[src/rtl/reg_file_wb_if.sv]
// Bus bundle between the pipeline (master) and the register file (slave).
interface reg_file_wb_if #(
    parameter int DATA_W = 16,
    parameter int ADDR_W = 3
);
    logic              wb_en;
    logic [ADDR_W-1:0] wb_addr;
    logic [DATA_W-1:0] ans_wb;
    logic              issue_en;
    logic [ADDR_W-1:0] issue_addr;
    logic [ADDR_W-1:0] rd_addr_a;
    logic [ADDR_W-1:0] rd_addr_b;
    logic [DATA_W-1:0] rd_data_a;
    logic [DATA_W-1:0] rd_data_b;
    logic              stall;
    logic              sb_err;

    modport master (
        output wb_en, wb_addr, ans_wb, issue_en, issue_addr, rd_addr_a, rd_addr_b,
        input  rd_data_a, rd_data_b, stall, sb_err
    );

    modport slave (
        input  wb_en, wb_addr, ans_wb, issue_en, issue_addr, rd_addr_a, rd_addr_b,
        output rd_data_a, rd_data_b, stall, sb_err
    );
endinterface

[src/rtl/reg_file_wb.sv]
// Write-back register file: 2 read ports with WB bypass, r0 hardwired zero,
// and a per-register pending-write scoreboard that drives decode stall.
module reg_file_wb #(
    parameter int DATA_W = 16,
    parameter int ADDR_W = 3,
    parameter int CNT_W  = 2
) (
    input  logic         clk,
    input  logic         reset,
    reg_file_wb_if.slave bus
);
    localparam int NREG = 1 << ADDR_W;
    localparam logic [CNT_W-1:0] CNT_MAX = '1;

    logic [DATA_W-1:0] regs_q [NREG];
    logic [DATA_W-1:0] regs_d [NREG];
    logic [CNT_W-1:0]  cnt_q  [NREG];
    logic [CNT_W-1:0]  cnt_d  [NREG];
    logic              sb_err_q, sb_err_d;

    logic byp_a, byp_b, pend_a, pend_b, iss_full, stall;

    always_comb begin
        byp_a = bus.wb_en && (bus.wb_addr == bus.rd_addr_a);
        byp_b = bus.wb_en && (bus.wb_addr == bus.rd_addr_b);
        // A write-back landing this cycle retires one outstanding write.
        pend_a = (bus.rd_addr_a != '0) && (cnt_q[bus.rd_addr_a] > CNT_W'(byp_a));
        pend_b = (bus.rd_addr_b != '0) && (cnt_q[bus.rd_addr_b] > CNT_W'(byp_b));
        iss_full = bus.issue_en && (bus.issue_addr != '0)
                   && (cnt_q[bus.issue_addr] == CNT_MAX)
                   && !(bus.wb_en && (bus.wb_addr == bus.issue_addr));
        stall = reset && (pend_a || pend_b || iss_full);

        bus.rd_data_a = '0;
        if (reset && (bus.rd_addr_a != '0))
            bus.rd_data_a = byp_a ? bus.ans_wb : regs_q[bus.rd_addr_a];
        bus.rd_data_b = '0;
        if (reset && (bus.rd_addr_b != '0))
            bus.rd_data_b = byp_b ? bus.ans_wb : regs_q[bus.rd_addr_b];
    end

    assign bus.stall  = stall;
    assign bus.sb_err = sb_err_q;

    always_comb begin
        logic inc, dec;
        inc      = 1'b0;
        dec      = 1'b0;
        regs_d   = regs_q;
        cnt_d    = cnt_q;
        sb_err_d = sb_err_q;

        if (bus.wb_en && (bus.wb_addr != '0))
            regs_d[bus.wb_addr] = bus.ans_wb;

        for (int r = 1; r < NREG; r++) begin
            inc = bus.issue_en && !stall && (bus.issue_addr == ADDR_W'(r));
            dec = bus.wb_en && (bus.wb_addr == ADDR_W'(r));
            if (inc && !dec) begin
                if (cnt_q[r] == CNT_MAX) sb_err_d = 1'b1;
                else                     cnt_d[r] = cnt_q[r] + 1'b1;
            end else if (dec && !inc) begin
                if (cnt_q[r] == '0) sb_err_d = 1'b1;
                else                cnt_d[r] = cnt_q[r] - 1'b1;
            end
        end

        regs_d[0] = '0;
        cnt_d[0]  = '0;
    end

    always_ff @(posedge clk) begin
        if (!reset) begin
            for (int i = 0; i < NREG; i++) begin
                regs_q[i] <= '0;
                cnt_q[i]  <= '0;
            end
            sb_err_q <= 1'b0;
        end else begin
            regs_q   <= regs_d;
            cnt_q    <= cnt_d;
            sb_err_q <= sb_err_d;
        end
    end
endmodule

[src/flat_wrapper.sv]
// flat-port wrapper written by rule: the top's interface ports become plain ports
module reg_file_wb_flat 
#(
    parameter int DATA_W = 16,
    parameter int ADDR_W = 3,
    parameter int CNT_W  = 2
)
  (clk, reset, bus_wb_en, bus_wb_addr, bus_ans_wb, bus_issue_en, bus_issue_addr, bus_rd_addr_a, bus_rd_addr_b, bus_rd_data_a, bus_rd_data_b, bus_stall, bus_sb_err);
  reg_file_wb_if #(.DATA_W(DATA_W), .ADDR_W(ADDR_W)) bus_i ();
  input  logic clk;
  input  logic reset;
  input wire logic [$bits(bus_i.wb_en)-1:0] bus_wb_en;
  input wire logic [$bits(bus_i.wb_addr)-1:0] bus_wb_addr;
  input wire logic [$bits(bus_i.ans_wb)-1:0] bus_ans_wb;
  input wire logic [$bits(bus_i.issue_en)-1:0] bus_issue_en;
  input wire logic [$bits(bus_i.issue_addr)-1:0] bus_issue_addr;
  input wire logic [$bits(bus_i.rd_addr_a)-1:0] bus_rd_addr_a;
  input wire logic [$bits(bus_i.rd_addr_b)-1:0] bus_rd_addr_b;
  output wire logic [$bits(bus_i.rd_data_a)-1:0] bus_rd_data_a;
  output wire logic [$bits(bus_i.rd_data_b)-1:0] bus_rd_data_b;
  output wire logic [$bits(bus_i.stall)-1:0] bus_stall;
  output wire logic [$bits(bus_i.sb_err)-1:0] bus_sb_err;
  assign bus_i.wb_en = bus_wb_en;
  assign bus_i.wb_addr = bus_wb_addr;
  assign bus_i.ans_wb = bus_ans_wb;
  assign bus_i.issue_en = bus_issue_en;
  assign bus_i.issue_addr = bus_issue_addr;
  assign bus_i.rd_addr_a = bus_rd_addr_a;
  assign bus_i.rd_addr_b = bus_rd_addr_b;
  assign bus_rd_data_a = bus_i.rd_data_a;
  assign bus_rd_data_b = bus_i.rd_data_b;
  assign bus_stall = bus_i.stall;
  assign bus_sb_err = bus_i.sb_err;
  reg_file_wb #(.DATA_W(DATA_W), .ADDR_W(ADDR_W), .CNT_W(CNT_W)) u_core (.clk(clk), .reset(reset), .bus(bus_i));
endmodule
[config.mk]
export PLATFORM = sky130hd
export DESIGN_NAME = reg_file_wb_flat
export DESIGN_NICKNAME = d
export VERILOG_FILES = /design/src/rtl/reg_file_wb_if.sv /design/src/rtl/reg_file_wb.sv /design/src/flat_wrapper.sv
export SDC_FILE = /design/constraint.sdc
export NUM_CORES = 1
export LEC_CHECK = 0
export ABC_AREA = 1
export CAP_MARGIN = 20
export CELL_PAD_IN_SITES_DETAIL_PLACEMENT = 1
export CELL_PAD_IN_SITES_GLOBAL_PLACEMENT = 1
export CORE_MARGIN = 8
export CORE_UTILIZATION = 45
export CTS_BUF_LIST = sky130_fd_sc_hd__clkbuf_8
export CTS_CLUSTER_SIZE = 30
export DETAILED_ROUTE_END_ITERATION = 7
export GPL_TIMING_DRIVEN = 0
export HOLD_SLACK_MARGIN = 0.1
export PLACE_DENSITY_LB_ADDON = 0.1
export SLEW_MARGIN = 20
export SYNTH_ARGS = -nofsm -noshare
export SYNTH_HDL_FRONTEND = slang
export SYNTH_SLANG_ARGS = --single-unit
[constraint.sdc]
create_clock -name clk -period 8.6 [get_ports clk]
set_clock_uncertainty 0.2 [all_clocks]
set_input_delay 1.29 -clock clk [delete_from_list [all_inputs] [get_ports clk]]
set_output_delay 1.29 -clock clk [all_outputs]
set_load 0.01 [all_outputs]
==> results.cfg <==
[sta]
finalHoldViolCount = 0
setup_viol = 0
rsz0062_at_grt = false
fin_crit_ns = 6.51
setup_slack_ns = 2.09
final_max_slew_viol_count = 0
fmax_mhz = 154
min_period_over_period = 0.757
tns_ns = 0
tightest_slew_ns = 0.928
slew-limit-headroom = 0.379

[pwr]
internal-power_mw = 0.931
p_seq_frac = 0.444
power_density_nw_per_um2 = 162
p_sw_mw = 0.477
p_sw_frac = 0.339
vdd_drop_max_uv = 101
p_comb_frac = 0.201
pwr-share-clk = 0.356
p_leak_nw = 3.45

[place]
place.gp.congestion = 0.961
postPlaceCellArea_um2 = 8350
pre_cts_ws_ns = 2.27
port_buffers = 45
dp_hpwl_um = 25500
dp_cells = 1470

[routing]
finalWirelength_um = 34700
drt_iter0_markers = 986
wl_per_cell_um = 23.1
drtAntennaViolNets = 0
dr.pass1.iters = 5
drc = 0
vias_per_cell = 6.30
dr_total_vias = 9455

[critical_path]
crit_path_start_kind = input pin
end_kind = output port
worst_ep_arrival_time_ns = 5.02
path_max_fanout = 10
cp.required_ns = 7.11
crit_type = input pin to output port
r2r_cells = 18

[logic_synthesis]
synth_most_common_cell = nor2_1
synth_top_family_by_area = compound AO/OA/AOI/OAI gates
synth_top_area_cell = dfxtp_1
ys_seq_elements = 127
synthCells = 1205
syn-num-nets = 1239
synth-edff-count = 0
synthFlopType = dfxtp_1
yosysSeqAreaShare = 0.334
synth_compound_area_frac = 0.309
netlist_top_cells_count = nor2_1, o21ai_0, nand2_1
synthXorXnorAreaFrac = 0.00345
synthTopCellsByArea = dfxtp_1, o21ai_0, nor2_1
synth.distinct_cells = 40
synthArstFlopShare = 0
yosysWarnings = 0
avgSynthCellArea_um2 = 6.33
synthMuxAreaShare = 0
synth_fa_ha_area_frac = 0.00328
synth_top_area_share = 0.334
syn_area_um2 = 7620
synth-simple-area-share = 0.262

[layout]
syn_to_final_growth_pct = 14.3
post-route-util = 0.525
diodes = 0
multi_input_area_um2 = 4410
fillCellCount = 2352
final_cells = 1501
drive_above_1_share = 0.0625
seq_area_um2 = 2540
fin_nets = 1303
stdcell_area_um2 = 8710

[die]
start_util = 0.460
row_count = 47
die_w_um = 146
die_area_um2 = 21400
top_level_ports = 66
die_y_um = 146
core_um2 = 16600

[clocking]
cts_resized = 0
cts_tree = built
numCtsBuffers = 17
postCtsSetupBuffers = 0
clkSlewWorstSetupHoldPaths_ns = 0.08
htree_levels = 4
cts_sinks = 127
clk-insertion-delay-late_ns = 0.46
cts_max_path_buffers = 2
postCtsHoldBufs = 0
root_buffer = clkbuf_8

[global_route]
grt-ovfl-total = 0
grt_max_degree = 17
antenna_found_initial = 0
grt_pass1_vias = 9623
grtUsageTotal = 0.316
grt_pass1_wl_um = 53300

[min_path]
hold_path_depth = 2
hold_path.class = register to register

[run]
cap_viol_max_count = 0

[run_status]
status = completed
worst paths after layout:
| check | from | end | slack (ns) |
|---|---|---|---|
| setup / recovery | bus_rd_addr_a[0] | bus_stall | 2.09 |
| hold / removal | u_core.regs_q[89]$_SDFFE_PN0P_ | u_core.regs_q[89]$_SDFFE_PN0P_ | 0.28 |
| setup reg to reg | u_core.cnt_q[2]$_SDFFE_PN0P_ | u_core.bus.sb_err$_SDFF_PN0_ | 5.36 |
| hold reg to reg | u_core.regs_q[89]$_SDFFE_PN0P_ | u_core.regs_q[89]$_SDFFE_PN0P_ | 0.28 |
flip-flops by register name, summed over array words and instances (netlist names):
register / flops
u_core.regs_q: 112
u_core.cnt_q: 14
u_core.bus.sb_err: 1
power groups by stage:
stage                     Combinational (mW)  Clock [mW]  Sequential, mW
after floorplan                        0.162           0           0.631
after global placement                 0.266           0           0.636
after detailed placement               0.272           0           0.637
after CTS                              0.274       0.502           0.623
after global routing                   0.302       0.525           0.626
final                                  0.282       0.501           0.624
metrics by stage:
step           hold WS, ns  power, mW
2_1_floorplan        0.240      0.793
3_3_place_gp         0.251      0.902
4_1_cts              0.279       1.40
5_1_grt              0.307       1.45
3_5_place_dp         0.267      0.908
6_report             0.280       1.41
cell families after synthesis:
logic type	Yosys count
xor+xnor	3
buf+inv	167
compound gates	427
simple gates	479
flops	127
fa+ha+maj	2
critical path: stages:
cell and delay (ns):
clkdlybuf4s50_1 0.52, buf_4 0.23, clkbuf_1 0.55, clkbuf_1 0.52, o21ai_0 0.18, a32o_1 0.28, ha_1 0.26, or2_2 0.28
nand3_1 0.09, nand2_1 0.13, nand3_4 0.15, clkdlybuf4s50_1 0.54
layout make-up:
class                   instances  share of cell area
plain buffers                  99              0.0478
multi-input cells             911               0.506
inverters                      68              0.0296
flip-flops and latches        127               0.292
repair buffers                 45              0.0517
clock buffers                  18              0.0284
well taps                     220              0.0316
clock inverters                13              0.0132
per-layer routing:
layer | GRT usage | part of all wire
met1 | 0.377 | 0.41
met2 | 0.501 | 0.44
met3 | 0.0556 | 0.072
met4 | 0.238 | 0.073
met5 | 0 | 0
placed cells by master (no fill, tap or decap), types with 2 or more instances in the layout:
cell / instances
nor2_1: 260
dfxtp_1: 127
clkbuf_1: 69
nand3_2: 2
inv_2: 9
inv_6: 2
nor2_2: 7
clkinvlp_4: 4
or2_2: 2
a221oi_1: 18
buf_1: 15
o211ai_1: 17
o221ai_1: 8
a211oi_1: 9
nor2_4: 3
ha_1: 2
clkdlybuf4s50_1: 45
clkinv_4: 2
a21oi_1: 127
buf_4: 4
inv_1: 53
o21ai_1: 10
o21ai_0: 203
clkinv_1: 5
nand4_1: 11
a32o_1: 2
o22ai_1: 28
nand2_1: 149
xor2_1: 3
a31oi_1: 3
buf_2: 9
clkinv_2: 4
clkbuf_8: 18
nor3_1: 2
nand3_1: 33
nand2_2: 4
nand3_4: 2
No activity file was read; power rests on OpenSTA's default activity.
